### config.mk
export PLATFORM = sky130hd
export DESIGN_NAME = pc_fetch_unit_flat
export DESIGN_NICKNAME = d
export VERILOG_FILES = /design/src/rtl/pc_fetch_unit_pkg.sv /design/src/rtl/pc_fetch_unit_if.sv /design/src/rtl/next_pc_gen.sv /design/src/rtl/pc_fetch_unit.sv /design/src/flat_wrapper.sv
export SDC_FILE = /design/constraint.sdc
export NUM_CORES = 1
export LEC_CHECK = 0
export BUFFER_PORTS_ARGS = -buffer_cell sky130_fd_sc_hd__buf_2
export CORE_MARGIN = 4
export CORE_UTILIZATION = 52
export DETAILED_ROUTE_END_ITERATION = 10
export PLACE_DENSITY = 0.92
export SYNTH_ARGS = -nofsm -noshare
export SYNTH_HDL_FRONTEND = slang
export SYNTH_HIERARCHICAL = 1
export SYNTH_SLANG_ARGS = --single-unit
### constraint.sdc
create_clock -name clk -period 3.7 [get_ports clk]
set_clock_uncertainty 0.2 [all_clocks]
set_input_delay 0.185 -clock clk [delete_from_list [all_inputs] [get_ports clk]]
set_output_delay 0.185 -clock clk [all_outputs]
set_load 0.01 [all_outputs]
### src/rtl/pc_fetch_unit_pkg.sv
// pc_fetch_unit_pkg: shared types and default constants for the PC / fetch stage.
//   pc_src_t      - next-PC select encoding driven by the branch comparator
//   fetch_state_t - fetch/execute sequencing states
//   DEFAULT_*     - default reset and trap vector addresses
// Optional feature macro used by the stage: PC_MISALIGN_TRAP_EN.
package pc_fetch_unit_pkg;

   typedef enum logic [1:0] {
      PC_PLUS4  = 2'b00,
      PC_TARGET = 2'b01,
      PC_JALR   = 2'b10
   } pc_src_t;

   typedef enum logic [1:0] {
      BOOT,
      FETCH,
      EXEC,
      TRAP
   } fetch_state_t;

   localparam logic [31:0] DEFAULT_RESET_PC = 32'h0000_0000;
   localparam logic [31:0] DEFAULT_TRAP_VEC = 32'h0000_0100;

endpackage

### src/rtl/pc_fetch_unit_if.sv
// pc_fetch_unit_if: instruction-memory request/response bus.
//   imem_req   - fetch request (master -> slave)
//   imem_addr  - fetch address (master -> slave)
//   imem_ready - response valid, completes the request (slave -> master)
//   imem_rdata - fetched instruction word (slave -> master)
interface pc_fetch_unit_if #(
   parameter int unsigned N = 32
);
   logic         imem_req;
   logic [N-1:0] imem_addr;
   logic         imem_ready;
   logic [31:0]  imem_rdata;

   modport master (
      output imem_req,
      output imem_addr,
      input  imem_ready,
      input  imem_rdata
   );

   modport slave (
      input  imem_req,
      input  imem_addr,
      output imem_ready,
      output imem_rdata
   );
endinterface

### src/rtl/next_pc_gen.sv
// next_pc_gen: combinational next-PC selection.
//   pc         in  current PC
//   imm_ext    in  sign-extended immediate
//   jalr_base  in  rs1 value for JALR
//   pc_src     in  select: 00 PC+4, 01 PC+imm, 10 (rs1+imm)&~1, 11 as 00
//   next_pc    out selected next PC (all adds wrap modulo 2^N)
//   misaligned out next_pc[1:0] != 0
module next_pc_gen
   import pc_fetch_unit_pkg::*;
#(
   parameter int unsigned N = 32
) (
   input  logic [N-1:0] pc,
   input  logic [N-1:0] imm_ext,
   input  logic [N-1:0] jalr_base,
   input  logic [1:0]   pc_src,
   output logic [N-1:0] next_pc,
   output logic         misaligned
);

   logic [N-1:0] jalr_sum;

   assign jalr_sum = jalr_base + imm_ext;

   always_comb begin
      next_pc = pc + N'(4);
      case (pc_src_t'(pc_src))
         PC_TARGET: next_pc = pc + imm_ext;
         PC_JALR:   next_pc = {jalr_sum[N-1:1], 1'b0};
         default:   next_pc = pc + N'(4);
      endcase
   end

   assign misaligned = |next_pc[1:0];

endmodule

### src/rtl/pc_fetch_unit.sv
// pc_fetch_unit: architectural PC and instruction-fetch stage.
// Sequence: BOOT (one cycle) -> FETCH (request until imem_ready) -> EXEC (until retire).
// Optional macro PC_MISALIGN_TRAP_EN: a misaligned next PC on retire traps to TRAP_VEC.
// Ports:
//   clk, rst_n      - clock, asynchronous active-low reset
//   PCSrc           - next-PC select from the comparator
//   ImmExt          - sign-extended immediate
//   JalrBase        - rs1 value for JALR
//   retire          - current instruction completes (sampled in EXEC only)
//   imem            - instruction-memory bus (master side)
//   instr           - buffered instruction
//   instr_valid     - instr holds the instruction at PC
//   PC, PCPlus4     - current PC and its link value
//   trap, trap_addr - one-cycle misaligned-target pulse and faulting address
module pc_fetch_unit
   import pc_fetch_unit_pkg::*;
#(
   parameter int unsigned N        = 32,
   parameter logic [N-1:0] RESET_PC = N'(DEFAULT_RESET_PC),
   parameter logic [N-1:0] TRAP_VEC = N'(DEFAULT_TRAP_VEC)
) (
   input  logic                 clk,
   input  logic                 rst_n,
   input  logic [1:0]           PCSrc,
   input  logic [N-1:0]         ImmExt,
   input  logic [N-1:0]         JalrBase,
   input  logic                 retire,
   pc_fetch_unit_if.master      imem,
   output logic [31:0]          instr,
   output logic                 instr_valid,
   output logic [N-1:0]         PC,
   output logic [N-1:0]         PCPlus4,
   output logic                 trap,
   output logic [N-1:0]         trap_addr
);

   fetch_state_t state_q, state_d;
   logic [N-1:0] pc_q, pc_d;
   logic [31:0]  instr_q, instr_d;
   logic [N-1:0] next_pc;
   logic         misaligned;

   next_pc_gen #(
      .N (N)
   ) u_next_pc_gen (
      .pc         (pc_q),
      .imm_ext    (ImmExt),
      .jalr_base  (JalrBase),
      .pc_src     (PCSrc),
      .next_pc    (next_pc),
      .misaligned (misaligned)
   );

`ifdef PC_MISALIGN_TRAP_EN
   logic [N-1:0] trap_addr_q, trap_addr_d;

   always_ff @(posedge clk or negedge rst_n) begin
      if (!rst_n) trap_addr_q <= '0;
      else        trap_addr_q <= trap_addr_d;
   end

   assign trap      = (state_q == TRAP);
   assign trap_addr = trap_addr_q;
`else
   logic unused_cfg;

   assign unused_cfg = misaligned ^ (|TRAP_VEC);
   assign trap       = 1'b0;
   assign trap_addr  = '0;
`endif

   always_ff @(posedge clk or negedge rst_n) begin
      if (!rst_n) begin
         state_q <= BOOT;
         pc_q    <= RESET_PC;
         instr_q <= '0;
      end else begin
         state_q <= state_d;
         pc_q    <= pc_d;
         instr_q <= instr_d;
      end
   end

   always_comb begin
      state_d = state_q;
      pc_d    = pc_q;
      instr_d = instr_q;
`ifdef PC_MISALIGN_TRAP_EN
      trap_addr_d = trap_addr_q;
`endif
      case (state_q)
         BOOT: state_d = FETCH;
         FETCH: begin
            if (imem.imem_ready) begin
               instr_d = imem.imem_rdata;
               state_d = EXEC;
            end
         end
         EXEC: begin
            if (retire) begin
`ifdef PC_MISALIGN_TRAP_EN
               // A misaligned target never reaches PC; it is reported instead.
               if (misaligned) begin
                  trap_addr_d = next_pc;
                  state_d     = TRAP;
               end else begin
                  pc_d    = next_pc;
                  state_d = FETCH;
               end
`else
               pc_d    = next_pc;
               state_d = FETCH;
`endif
            end
         end
`ifdef PC_MISALIGN_TRAP_EN
         TRAP: begin
            pc_d    = TRAP_VEC;
            state_d = FETCH;
         end
`endif
         default: state_d = BOOT;
      endcase
   end

   assign imem.imem_req  = (state_q == FETCH);
   assign imem.imem_addr = pc_q;
   assign instr_valid    = (state_q == EXEC);
   assign instr          = instr_q;
   assign PC             = pc_q;
   assign PCPlus4        = pc_q + N'(4);

endmodule
### src/flat_wrapper.sv
// flat-port wrapper written by rule: the top's interface ports become plain ports
module pc_fetch_unit_flat import pc_fetch_unit_pkg::*;
#(
   parameter int unsigned N        = 32,
   parameter logic [N-1:0] RESET_PC = N'(DEFAULT_RESET_PC),
   parameter logic [N-1:0] TRAP_VEC = N'(DEFAULT_TRAP_VEC)
)
  (clk, rst_n, PCSrc, ImmExt, JalrBase, retire, instr, instr_valid, PC, PCPlus4, trap, trap_addr, imem_imem_req, imem_imem_addr, imem_imem_ready, imem_imem_rdata);
  pc_fetch_unit_if #(.N(N)) imem_i ();
  input  logic clk;
  input  logic rst_n;
  input  logic [1:0] PCSrc;
  input  logic [N-1:0] ImmExt;
  input  logic [N-1:0] JalrBase;
  input  logic retire;
  output logic [31:0] instr;
  output logic instr_valid;
  output logic [N-1:0] PC;
  output logic [N-1:0] PCPlus4;
  output logic trap;
  output logic [N-1:0] trap_addr;
  output wire logic [$bits(imem_i.imem_req)-1:0] imem_imem_req;
  output wire logic [$bits(imem_i.imem_addr)-1:0] imem_imem_addr;
  input wire logic [$bits(imem_i.imem_ready)-1:0] imem_imem_ready;
  input wire logic [$bits(imem_i.imem_rdata)-1:0] imem_imem_rdata;
  assign imem_imem_req = imem_i.imem_req;
  assign imem_imem_addr = imem_i.imem_addr;
  assign imem_i.imem_ready = imem_imem_ready;
  assign imem_i.imem_rdata = imem_imem_rdata;
  pc_fetch_unit #(.N(N), .RESET_PC(RESET_PC), .TRAP_VEC(TRAP_VEC)) u_core (.clk(clk), .rst_n(rst_n), .PCSrc(PCSrc), .ImmExt(ImmExt), .JalrBase(JalrBase), .retire(retire), .imem(imem_i), .instr(instr), .instr_valid(instr_valid), .PC(PC), .PCPlus4(PCPlus4), .trap(trap), .trap_addr(trap_addr));
endmodule
==> results of run 1 <==
## metrics by stage
step,std cells,utilization,TNS [ns],worst slack [ns]
final,1317,0.6551,0,0.1351
after global routing,1316,0.6549,-0.04319,-0.02101
after CTS,1315,0.6528,0,0.07459
after detailed placement,1263,0.6073,0,0.1699
after global placement,1263,0.6073,0,0.2275
after floorplan,912,-,0,0.5182
## routing by layer
layer  GRT usage  vias to the layer above  routed length [um]
met4     0.08953                        0                 629
met5           0                        -                   0
met3     0.07480                       78                3026
met1      0.3696                     3700                9852
li1            -                     3654                   -
met2      0.4971                      498               12500
## worst paths after layout
kind | start | to | slack (ns)
setup / recovery | u_core/PC[0]$_DFFE_PN0P_ | u_core/PC[30]$_DFFE_PN0P_ | 0.14
hold / removal | ImmExt[0] | u_core/PC[0]$_DFFE_PN0P_ | 0.16
setup reg to reg | u_core/PC[0]$_DFFE_PN0P_ | u_core/PC[30]$_DFFE_PN0P_ | 0.14
hold reg to reg | u_core/instr[9]$_DFFE_PN0P_ | u_core/instr[9]$_DFFE_PN0P_ | 0.30
max in group asynchronous | rst_n | u_core/instr[25]$_DFFE_PN0P_ | 1.97
min in group asynchronous | rst_n | u_core/PC[26]$_DFFE_PN0P_ | 0.40
## timing repair
item | in CTS | in global routing
endpoints found under the setup margin | 0 | 5
hold endpoints to repair | 76 | 0
hold buffers | 36 | 0
resized for setup | 0 | 6
setup buffers | 0 | 1
## critical path, stage by stage, from the launching register on
cell      delay, ns
dfrtp_1        0.42
ha_1           0.24
inv_1          0.07
fa_1           0.40
nand2b_1       0.21
a21oi_2        0.24
o21ai_0        0.17
a21oi_1        0.21
o22ai_1        0.19
o31ai_2        0.39
a311oi_1       0.16
xor2_1         0.16
o221ai_1       0.12
mux2_2         0.27
## power breakdown
part	switching [uW]	total (uW)	internal, uW
sequential	307	1380	1070
combinational	2600	4650	2040
clock	373	905	532
total	3280	6930	3650
## state kept, by name, summed over array words and instances, names as in the netlist
signal,count
u_core/PC,32
u_core/state_q,2
u_core/instr,32
## final cells by class
type / instances / area, um^2
inverters: 25 / 93.84
multi-input cells: 724 / 5537
fillers: 1162 / 5051
well taps: 184 / 230.2
clock buffers: 9 / 225.2
clock inverters: 7 / 80.08
diodes: 1 / 2.502
flip-flops and latches: 66 / 1653
repair buffers: 301 / 1772
==> summary.txt, run 1 <==
Pwr
  – Power, Total: 6930 uW
  – PwrDens: 722.5 nW/um^2
  – LEAKAGE: 0.004766 uW
  – Maximum VDD drop: 541.8 uV

Worst setup path
  – WS Path Type: flip-flop to flip-flop
  – Worst Setup Start Kind: flip-flop
  – CP Data Required Time: 3.73 ns
  – Arr. time, crit path: 3.59 ns
  – CP endpoint kind: flip-flop
  – R2R cell count: 13
  – CP max FO: 6

Route
  – Vias/cell: 6.021
  – DRT iter0 DRCs: 727
  – Antenna-violating nets left: 0
  – Drt total wl: 26.01 mm
  – DR pass1 iterations: 5
  – DR vias: 7,930
  – Wire per inst: 19.75 um
  – DRC: 0

Placement
  – Placed cell area: 8894 um^2
  – Final Wtd Congestion: 0.9693
  – I/O Buffers: 231
  – HPWL reported at the end of detailed placement: 19.20 mm

Timing
  – Final Hold Vio Count: 0
  – Fin crit period: 3.565 ns
  – Final setup vio count: 0
  – Pin slew with the least headroom to its limit: 1.107 ns
  – Relative slew slack: 0.2617
  – Crit share post-route: 0.9635
  – Max Fclk: 280.5 MHz
  – Worst Hold Slack: 0.1608 ns
  – Final Max Tran Viols: 0

Synthesis
  – Cell Area, Synth: 7804 um^2
  – Synth Area per Inst: 8.868 um^2
  – Synth warn: 6
  – Mapped Cells: 880

Clock network
  – Clock buffer depth: 2
  – H-tree levels: 3
  – Worst-skew pair later-pin latency: 0.34 ns
  – CTS Buf Count: 9
  – CTS sink cnt: 66
  – CTS tree: built
  – Clk root buf: clkbuf_16
  – Worst-path clk slew: 0.07 ns

Floorplanning
  – Die Wd: 130.5 um
  – Die Ht: 130.5 um
  – Die area: 17,030 um^2
  – Core area: 14,640 um^2
  – # rows: 44
  – Initial Utilization: 0.5329
  – IO Count: 265

Layout
  – Area delta synth->final: 22.93%
  – Fin area: 9593 um^2
  – Layout cell share with drive strength beyond 1: 0.3330
  – Most frequent cells in the layout: buf_2 (231), dfrtp_1 (65), mux2_2 (64), ha_1 (64), xnor2_1 (63)
  – Commonest non-fill, non-tap cell in the layout: buf_2
  – Final Net Count: 1,296

Global route
  – Vias in the first global route: 7,670
  – Initial antenna violation count: 0
  – First-pass GRT wire length: 39.61 mm
  – Tot GR Track Use: 0.2938
  – Largest net degree at the start of global routing: 48
  – Grt ovf: 0

Status
  – Outcome: finished, final reports clean

Flow run
  – Max Cap Violations: 0

Min path
  – Worst Hold Depth: 4
  – Hold WC Path Type: input pin to flip-flop
(Power assumes the default switching activity.)
==> run 2, diff against run 1 <==
Clock period 3.7 ns to 3.4 ns, I/O delays scaled along.
==> summary.txt, run 2 (synthesis gave the netlist of run 1 again) <==
Status
  – Outcome: finished, final reports clean (unchanged)

Global route
  – Largest net degree at the start of global routing: 47 (was 48)
  – Tot GR Track Use: 0.2925 (was 0.2938)
  – Vias in the first global route: 7,698 (was 7,670)
  – First-pass GRT wire length: 39.47 mm (was 39.61 mm)
  – Grt ovf: 0 (unchanged)
  – Initial antenna violation count: 0 (unchanged)

Timing
  – Setup TNS: 0 ns (unchanged)
  – RSZ-0062 raised after global routing: yes
  – Worst Hold Slack: 0.1736 ns (was 0.1608 ns)
  – Final Hold Vio Count: 0 (unchanged)
  – Relative slew slack: 0.3599 (was 0.2617)
  – Final setup vio count: 0 (unchanged)
  – Setup slack after layout: 0.04821 ns (was 0.1351 ns)
  – Crit share post-route: 0.9858 (was 0.9635)
  – Final Max Tran Viols: 0 (unchanged)
  – Pin slew with the least headroom to its limit: 0.9601 ns (was 1.107 ns)
  – Max Fclk: 298.3 MHz (was 280.5 MHz)
  – Fin crit period: 3.352 ns (was 3.565 ns)

Min path
  – Hold WC Path Type: input pin to flip-flop (unchanged)

Pwr
  – Maximum VDD drop: 520.5 uV (was 541.8 uV)
  – PwrDens: 791.8 nW/um^2 (was 722.5 nW/um^2)
  – LEAKAGE: 0.004834 uW (was 0.004766 uW)

Route
  – DRC: 0 (unchanged)
  – Wire per inst: 20.05 um (was 19.75 um)
  – Drt total wl: 26.65 mm (was 26.01 mm)
  – DRT iter0 DRCs: 770 (was 727)
  – Vias/cell: 6.049 (was 6.021)
  – Antenna-violating nets left: 0 (unchanged)
  – DR pass1 iterations: 8 (was 5)
  – DR vias: 8,039 (was 7,930)

Clock network
  – Clk root buf: clkbuf_16 (unchanged)
  – H-tree levels: 3 (unchanged)
  – CTS tree: built (unchanged)
  – CTS sink cnt: 66 (unchanged)
  – Worst-skew pair later-pin latency: 0.33 ns (was 0.34 ns)
  – Worst-path clk slew: 0.07 ns (about the same)
  – CTS Buf Count: 9 (unchanged)
  – Clock buffer depth: 2 (unchanged)

Worst setup path
  – WS Path Type: flip-flop to flip-flop (unchanged)
  – Arr. time, crit path: 3.38 ns (was 3.59 ns)
  – CP Data Required Time: 3.43 ns (was 3.73 ns)
  – CP endpoint kind: flip-flop (unchanged)
  – Worst Setup Start Kind: flip-flop (unchanged)
  – CP max FO: 3 (was 6)

Floorplanning
  – # rows: 44 (unchanged)
  – Initial Utilization: 0.5329 (unchanged)
  – IO Count: 265 (unchanged)
  – Core area: 14,640 um^2 (unchanged)
  – Die Ht: 130.5 um (unchanged)
  – Die Wd: 130.5 um (unchanged)
  – Die area: 17,030 um^2 (unchanged)

Placement
  – Final Wtd Congestion: 0.9703 (was 0.9693)
  – Pre-CTS setup slack: 0.03504 ns (was 0.1699 ns)
  – I/O Buffers: 231 (unchanged)
  – HPWL reported at the end of detailed placement: 19.46 mm (was 19.20 mm)

Flow run
  – Max Cap Violations: 0 (unchanged)

Layout
  – Area delta synth->final: 24.66% (was 22.93%)
  – Most frequent cells in the layout: buf_2 (231), dfrtp_1 (65), mux2_2 (64), xnor2_1 (63), ha_1 (63) (was buf_2 (231), dfrtp_1 (65), mux2_2 (64), ha_1 (64), xnor2_1 (63))
  – Final Net Count: 1,308 (was 1,296)
  – Commonest non-fill, non-tap cell in the layout: buf_2 (unchanged)
  – Layout cell share with drive strength beyond 1: 0.3427 (was 0.3330)
-- run 2: path summary, 6_finish.rpt --
check / from / to / slack, ns / depth (start not counted)
max in group asynchronous: rst_n / u_core/instr[26]$_DFFE_PN0P_ / 1.74 / 3
worst min-delay path: ImmExt[0] / u_core/PC[0]$_DFFE_PN0P_ / 0.17 / 4
min in group asynchronous: rst_n / u_core/PC[26]$_DFFE_PN0P_ / 0.31 / 2
worst max register to register: u_core/PC[0]$_DFFE_PN0P_ / u_core/PC[30]$_DFFE_PN0P_ / 0.05 / 14
worst max-delay path: u_core/PC[0]$_DFFE_PN0P_ / u_core/PC[30]$_DFFE_PN0P_ / 0.05 / 14
worst min register to register: u_core/instr[2]$_DFFE_PN0P_ / u_core/instr[2]$_DFFE_PN0P_ / 0.31 / 1
-- run 2: metrics by stage --
stage                     total power (uW)  instances    util  area (um^2)
after floorplan                       4855        912       -         7924
after global placement                6271       1274  0.6128         8974
after detailed placement              6419       1274  0.6128         8974
after CTS                             7463       1326  0.6586         9644
after global routing                  8156       1328  0.6641         9726
final                                 7703       1329  0.6643         9728
-- run 2: critical path: stages, from the launching register on --
cell and delay (ns):
dfrtp_1 0.40, ha_4 0.19, inv_1 0.06, fa_1 0.39
nand2b_1 0.20, a21oi_2 0.23, o21ai_1 0.18, a21oi_2 0.20
o22ai_2 0.12, o31ai_1 0.28, buf_4 0.17, a311oi_1 0.10
xor2_1 0.15, o221ai_1 0.11, mux2_2 0.27
-- run 2: metal layers --
layer	part of all wire	global-route usage	wire length [um]
met2	0.48	0.4866	12670
met1	0.37	0.3635	9957
met5	0	0	0
met3	0.12	0.07520	3179
met4	0.032	0.1155	845
-- run 2: repair_timing --
action / in CTS / in global routing
hold endpoints to repair: 70 / 0
setup buffers: 0 / 2
pin swaps: 0 / 6
endpoints found under the setup margin: 1 / 8
resized for setup: 1 / 14
hold buffers: 36 / 0
-- run 2: area by class of cell --
class	instances	area (um^2)
fillers	1123	4916
inverters	25	93.84
flip-flops and latches	66	1653
repair buffers	313	1862
diodes	1	2.502
multi-input cells	724	5582
clock buffers	9	225.2
clock inverters	7	80.08
well taps	184	230.2
-- run 2: where the power goes --
group          leakage [uW]  internal [uW]  switching [uW]
registers          0.000805           1170             285
logic               0.00388           2320            2950
clock network      0.000143            579             401
total               0.00483           4060            3640
